[src/rtl/serial_subtractor_if.sv]
// Operand/result handshake bundle for the bit-serial subtractor.
// Both channels: a transfer happens on a rising clk edge where valid and ready are both 1.
interface serial_subtractor_if #(
    parameter int WIDTH = 8
);
    logic             in_valid;
    logic             in_ready;
    logic [WIDTH-1:0] a;
    logic [WIDTH-1:0] b;
    logic             borrow_in;
    logic             out_valid;
    logic             out_ready;
    logic [WIDTH-1:0] c;
    logic             borrow_out;
    logic             overflow;

    modport master (
        output in_valid, a, b, borrow_in, out_ready,
        input  in_ready, out_valid, c, borrow_out, overflow
    );

    modport slave (
        input  in_valid, a, b, borrow_in, out_ready,
        output in_ready, out_valid, c, borrow_out, overflow
    );
endinterface

[src/rtl/serial_subtractor.sv]
// Bit-serial subtractor: c = a - b - borrow_in, one bit per clock, LSB first.
// Results are held in DONE until the consumer accepts them.
module serial_subtractor #(
    parameter int WIDTH = 8
) (
    input  logic               clk,
    input  logic               reset,
    serial_subtractor_if.slave bus,
    output logic [1:0]         dbg_state
);
    localparam int CW = (WIDTH > 2) ? $clog2(WIDTH) : 1;

    typedef enum logic [1:0] {
        IDLE = 2'd0,
        BUSY = 2'd1,
        DONE = 2'd2
    } state_t;

    state_t           state_q;
    state_t           state_d;
    logic [WIDTH-1:0] a_q;
    logic [WIDTH-1:0] b_q;
    logic [WIDTH-1:0] c_q;
    logic [CW-1:0]    cnt_q;
    logic             brw_q;
    logic             borrow_out_q;
    logic             overflow_q;

    logic a_bit;
    logic b_bit;
    logic d_bit;
    logic brw_next;
    logic last_bit;

    always_comb begin
        a_bit    = a_q[cnt_q];
        b_bit    = b_q[cnt_q];
        d_bit    = a_bit ^ b_bit ^ brw_q;
        brw_next = (~a_bit & b_bit) | (~(a_bit ^ b_bit) & brw_q);
        last_bit = (cnt_q == CW'(WIDTH - 1));
    end

    always_ff @(posedge clk or posedge reset) begin
        if (reset) state_q <= IDLE;
        else       state_q <= state_d;
    end

    always_comb begin
        state_d      = state_q;
        bus.in_ready  = 1'b0;
        bus.out_valid = 1'b0;
        case (state_q)
            IDLE: begin
                bus.in_ready = 1'b1;
                if (bus.in_valid) state_d = BUSY;
            end
            BUSY: begin
                if (last_bit) state_d = DONE;
            end
            DONE: begin
                bus.out_valid = 1'b1;
                // Handshake always returns to IDLE; a new operand waits a cycle.
                if (bus.out_ready) state_d = IDLE;
            end
            default: state_d = IDLE;
        endcase
    end

    always_ff @(posedge clk or posedge reset) begin
        if (reset) begin
            a_q          <= '0;
            b_q          <= '0;
            c_q          <= '0;
            cnt_q        <= '0;
            brw_q        <= 1'b0;
            borrow_out_q <= 1'b0;
            overflow_q   <= 1'b0;
        end else begin
            case (state_q)
                IDLE: begin
                    if (bus.in_valid) begin
                        a_q   <= bus.a;
                        b_q   <= bus.b;
                        brw_q <= bus.borrow_in;
                        cnt_q <= '0;
                    end
                end
                BUSY: begin
                    c_q   <= {d_bit, c_q[WIDTH-1:1]};
                    brw_q <= brw_next;
                    cnt_q <= cnt_q + 1'b1;
                    if (last_bit) begin
                        borrow_out_q <= brw_next;
                        // d_bit is the final MSB of c on this edge.
                        overflow_q   <= (a_q[WIDTH-1] != b_q[WIDTH-1]) && (d_bit != a_q[WIDTH-1]);
                    end
                end
                default: ;
            endcase
        end
    end

    assign bus.c          = c_q;
    assign bus.borrow_out = borrow_out_q;
    assign bus.overflow   = overflow_q;
    assign dbg_state      = state_q;
endmodule

[src/flat_wrapper.sv]
// flat-port wrapper written by rule: the top's interface ports become plain ports
module serial_subtractor_flat 
#(
    parameter int WIDTH = 8
)
  (clk, reset, dbg_state, bus_in_valid, bus_a, bus_b, bus_borrow_in, bus_out_ready, bus_in_ready, bus_out_valid, bus_c, bus_borrow_out, bus_overflow);
  serial_subtractor_if #(.WIDTH(WIDTH)) bus_i ();
  input  logic clk;
  input  logic reset;
  output logic [1:0] dbg_state;
  input wire logic [$bits(bus_i.in_valid)-1:0] bus_in_valid;
  input wire logic [$bits(bus_i.a)-1:0] bus_a;
  input wire logic [$bits(bus_i.b)-1:0] bus_b;
  input wire logic [$bits(bus_i.borrow_in)-1:0] bus_borrow_in;
  input wire logic [$bits(bus_i.out_ready)-1:0] bus_out_ready;
  output wire logic [$bits(bus_i.in_ready)-1:0] bus_in_ready;
  output wire logic [$bits(bus_i.out_valid)-1:0] bus_out_valid;
  output wire logic [$bits(bus_i.c)-1:0] bus_c;
  output wire logic [$bits(bus_i.borrow_out)-1:0] bus_borrow_out;
  output wire logic [$bits(bus_i.overflow)-1:0] bus_overflow;
  assign bus_i.in_valid = bus_in_valid;
  assign bus_i.a = bus_a;
  assign bus_i.b = bus_b;
  assign bus_i.borrow_in = bus_borrow_in;
  assign bus_i.out_ready = bus_out_ready;
  assign bus_in_ready = bus_i.in_ready;
  assign bus_out_valid = bus_i.out_valid;
  assign bus_c = bus_i.c;
  assign bus_borrow_out = bus_i.borrow_out;
  assign bus_overflow = bus_i.overflow;
  serial_subtractor #(.WIDTH(WIDTH)) u_core (.clk(clk), .reset(reset), .bus(bus_i), .dbg_state(dbg_state));
endmodule
[config.mk]
export PLATFORM = sky130hd
export DESIGN_NAME = serial_subtractor_flat
export DESIGN_NICKNAME = d
export VERILOG_FILES = /design/src/rtl/serial_subtractor_if.sv /design/src/rtl/serial_subtractor.sv /design/src/flat_wrapper.sv
export SDC_FILE = /design/constraint.sdc
export NUM_CORES = 1
export LEC_CHECK = 0
export ABC_AREA = 1
export ABC_CLOCK_PERIOD_IN_PS = 2700
export CAP_MARGIN = 10
export CORE_UTILIZATION = 30
export DETAILED_ROUTE_END_ITERATION = 8
export PLACE_DENSITY = 0.48
export SLEW_MARGIN = 40
export SYNTH_ARGS = -nofsm -noshare
export SYNTH_HDL_FRONTEND = slang
export SYNTH_SLANG_ARGS = --single-unit
[constraint.sdc]
create_clock -name clk -period 2.7 [get_ports clk]
set_input_delay 0.27 -clock clk [delete_from_list [all_inputs] [get_ports clk]]
set_output_delay 0.27 -clock clk [all_outputs]
set_load 0.01 [all_outputs]
==> results.ini <==
[placed_design]
detailedPlace.worstSlack_ps = 708
dp_hpwl_mm = 2.35
gp_congestion = 0.816
portBuffers = 34

[critical_path]
critPathMaxStageDelay_ps = 550
reg2reg_from = u_core.cnt_q[0]$_DFFE_PP0P_
ff2ff_path_depth = 11
crit_chain = inv_1 > nand2_1 > nand3_1 > nand2_1 > nand2_1 > nand2_1 > fa_1 > inv_1 > o21ai_0 > nand3_1 > nand2_1
cp-start-kind = register
critPathTopFamily = adder cells
critPathBufInv = 2
cp.arrival_ps = 2250
critical_path.endpoint = u_core.bus.overflow$_DFFE_PP0P_
cp-startpoint = u_core.cnt_q[0]$_DFFE_PP0P_
crit_slowest_cell = fa_1
r2r_slack_ps = 680
end_kind = register
crit_top_cell = nand2_1
timing.rr.end = u_core.bus.overflow$_DFFE_PP0P_
worstPathRequired_ps = 2930
cp_num_cells = 11
critical_path_class = reg2reg
crit_fanout = 13

[yosys]
ys_seq_area_frac = 0.508
syn-num-nets = 203
syn_area_um2 = 1580
synth-warning-count = 0
synthCells = 179
ys_seq_elements = 32
ys_types = 19
syn-mean-instance-area_um2 = 8.80
synth_top_area_cell = dfrtp_1
synth.area.top_cells = dfrtp_1 51%, nand2_1 13%, a21oi_2 8.3%
synth_top_area_frac = 0.508

[drt]
avgRoutedWirePerCell_um = 11.6
routed_wl_mm = 3.32
postRouteAntennaNets = 0
drtIter0Drc = 46
drcViolationCount = 0
drt_pass1_iterations = 4
viasPerCell = 4.30
routed-via-count = 1234

[timing]
fin_skew_ps = 9.44
fin_hold_ws_ps = 368
fmax_mhz = 494
maxSlewViolCount = 0
final.setup.tns_ps = 0
setup-violations-final = 0
finalHoldViolCount = 0
worstMarginPinSlew_ps = 519
period_minus_slack_ps = 2020
rsz0062_at_grt = false
period_share = 0.750
relSlewSlack = 0.654
layout_setup_ws_ps = 675

[power]
max-vdd-ir-drop_mv = 0.557
p_leak_nw = 0.984
cellPowerDensity_nw_per_um2 = 1140
netSwitchingFraction = 0.394
p_int_mw = 1.44
clkPwrFrac = 0.192
switching_power_uw = 934
pwr-share-comb = 0.447
pwr-share-seq = 0.361

[worst_hold_path]
hold_class = in2async

[floorplanning]
pin_count = 35
die_x_um = 74.5
coreArea_um2 = 5070
die-area_um2 = 5540
row_count = 26
fp.dieH_um = 74.5
start_util = 0.310

[grt]
grt_remaining_overflow = 0
antenna_found_initial = 0
grt_pass1_vias = 1260
grt_pass1_wl_mm = 5.68
track_usage = 0.137
grt_start_max_net_pins = 33

[layout]
synthToLayoutAreaGrowth_pct = 31.9
drive_above_1_share = 0.203
multi_input_area_um2 = 633
diodes = 0
layout_common_cells = 53 x nand2_1, 34 x clkdlybuf4s50_1, 32 x dfrtp_1
nFillCells = 521
nets = 240
final_common_cell = nand2_1
seq_area_um2 = 801

[clocking]
cts_made_buffers = 5
clockRootBuffer = clkbuf_8
ctsResizeCount = 0
cts_buffer_depth = 2
clock_latency_ps = 280
cts_tree = done
clk_pin_slew_ps = 70
cts_setup_buffers = 0
clkSinkCount = 32
cts_hold_buf = 0
cts-htree-levels = 2

[run_status]
status = completed

[job]
cap_violations = 0

## power groups by stage
stage                     combinational (mW)  clock, mW  sequential (mW)
after floorplan                        0.736          0            0.848
after global placement                  1.05          0            0.853
after detailed placement                1.07          0            0.861
after CTS                               1.08      0.469            0.856
after global routing                    1.22      0.486            0.883
final                                   1.06      0.454            0.857
## registers in the layout, summed over array words and instances (netlist names)
name                   count
u_core.bus.borrow_out      1
u_core.a_q                 8
u_core.bus.c               8
u_core.cnt_q               3
u_core.dbg_state           2
u_core.bus.overflow        1
u_core.brw_q               1
u_core.b_q                 8
## worst min path at each step
stage | end | slack (ps) | cells past startpoint
final | u_core.cnt_q[0]$_DFFE_PP0P_ | 370 | 3
after global routing | u_core.cnt_q[0]$_DFFE_PP0P_ | 410 | 3
after CTS | u_core.bus.borrow_out$_DFFE_PP0P_ | 380 | 3
after detailed placement | u_core.bus.c[0]$_DFFE_PP0N_ | 480 | 2
after global placement | u_core.bus.c[0]$_DFFE_PP0N_ | 470 | 2
after floorplan | u_core.dbg_state[1]$_DFFE_PP0P_ | 370 | 1
## routing by layer
layer | part of all wire | track usage
met3 | 0.053 | 0.0325
met4 | 0.011 | 0.0545
met5 | 0 | 0
met1 | 0.47 | 0.175
met2 | 0.47 | 0.222
## worst register-to-register path, cell delays in order, from the launching register on
cell and delay, ps:
dfrtp_1 510, inv_1 220, nand2_1 90, nand3_1 70, nand2_1 60, nand2_1 50, nand2_1 70, fa_1 550
inv_1 50, o21ai_0 140, nand3_1 80, nand2_1 60
## Yosys cell counts, drive strengths merged
cell    instances
o211ai          1
dfrtp          32
a21oi          15
nand2          55
o21ai           9
ha              2
fa              1
nand3          12
nor2           20
buf             5
inv            26
o31ai           1
## through the flow
step / power (mW) / cells / area (µm²) / util
2_1_floorplan: 1.58 / 179 / 1580 / -
4_1_cts: 2.40 / 287 / 2080 / 0.410
6_report: 2.37 / 287 / 2080 / 0.410
3_5_place_dp: 1.93 / 279 / 1970 / 0.388
5_1_grt: 2.59 / 287 / 2080 / 0.410
3_3_place_gp: 1.91 / 279 / 1970 / 0.388
## cells by family after synthesis
family	count (synthesis)	synth area share
compound gates	26	0.125
flops	32	0.508
simple gates	87	0.249
fa+ha+maj	3	0.0286
buf+inv	31	0.0898
## area by class of cell
class	count	area share
Clock inverter	3	0.0205
Tap cell	70	0.0421
Timing Repair Buffer	35	0.167
Multi-Input combinational cell	116	0.305
Clock buffer	5	0.0331
Inverter	26	0.0470
Sequential cell	32	0.385
Power figures use the tool's default switching activity.
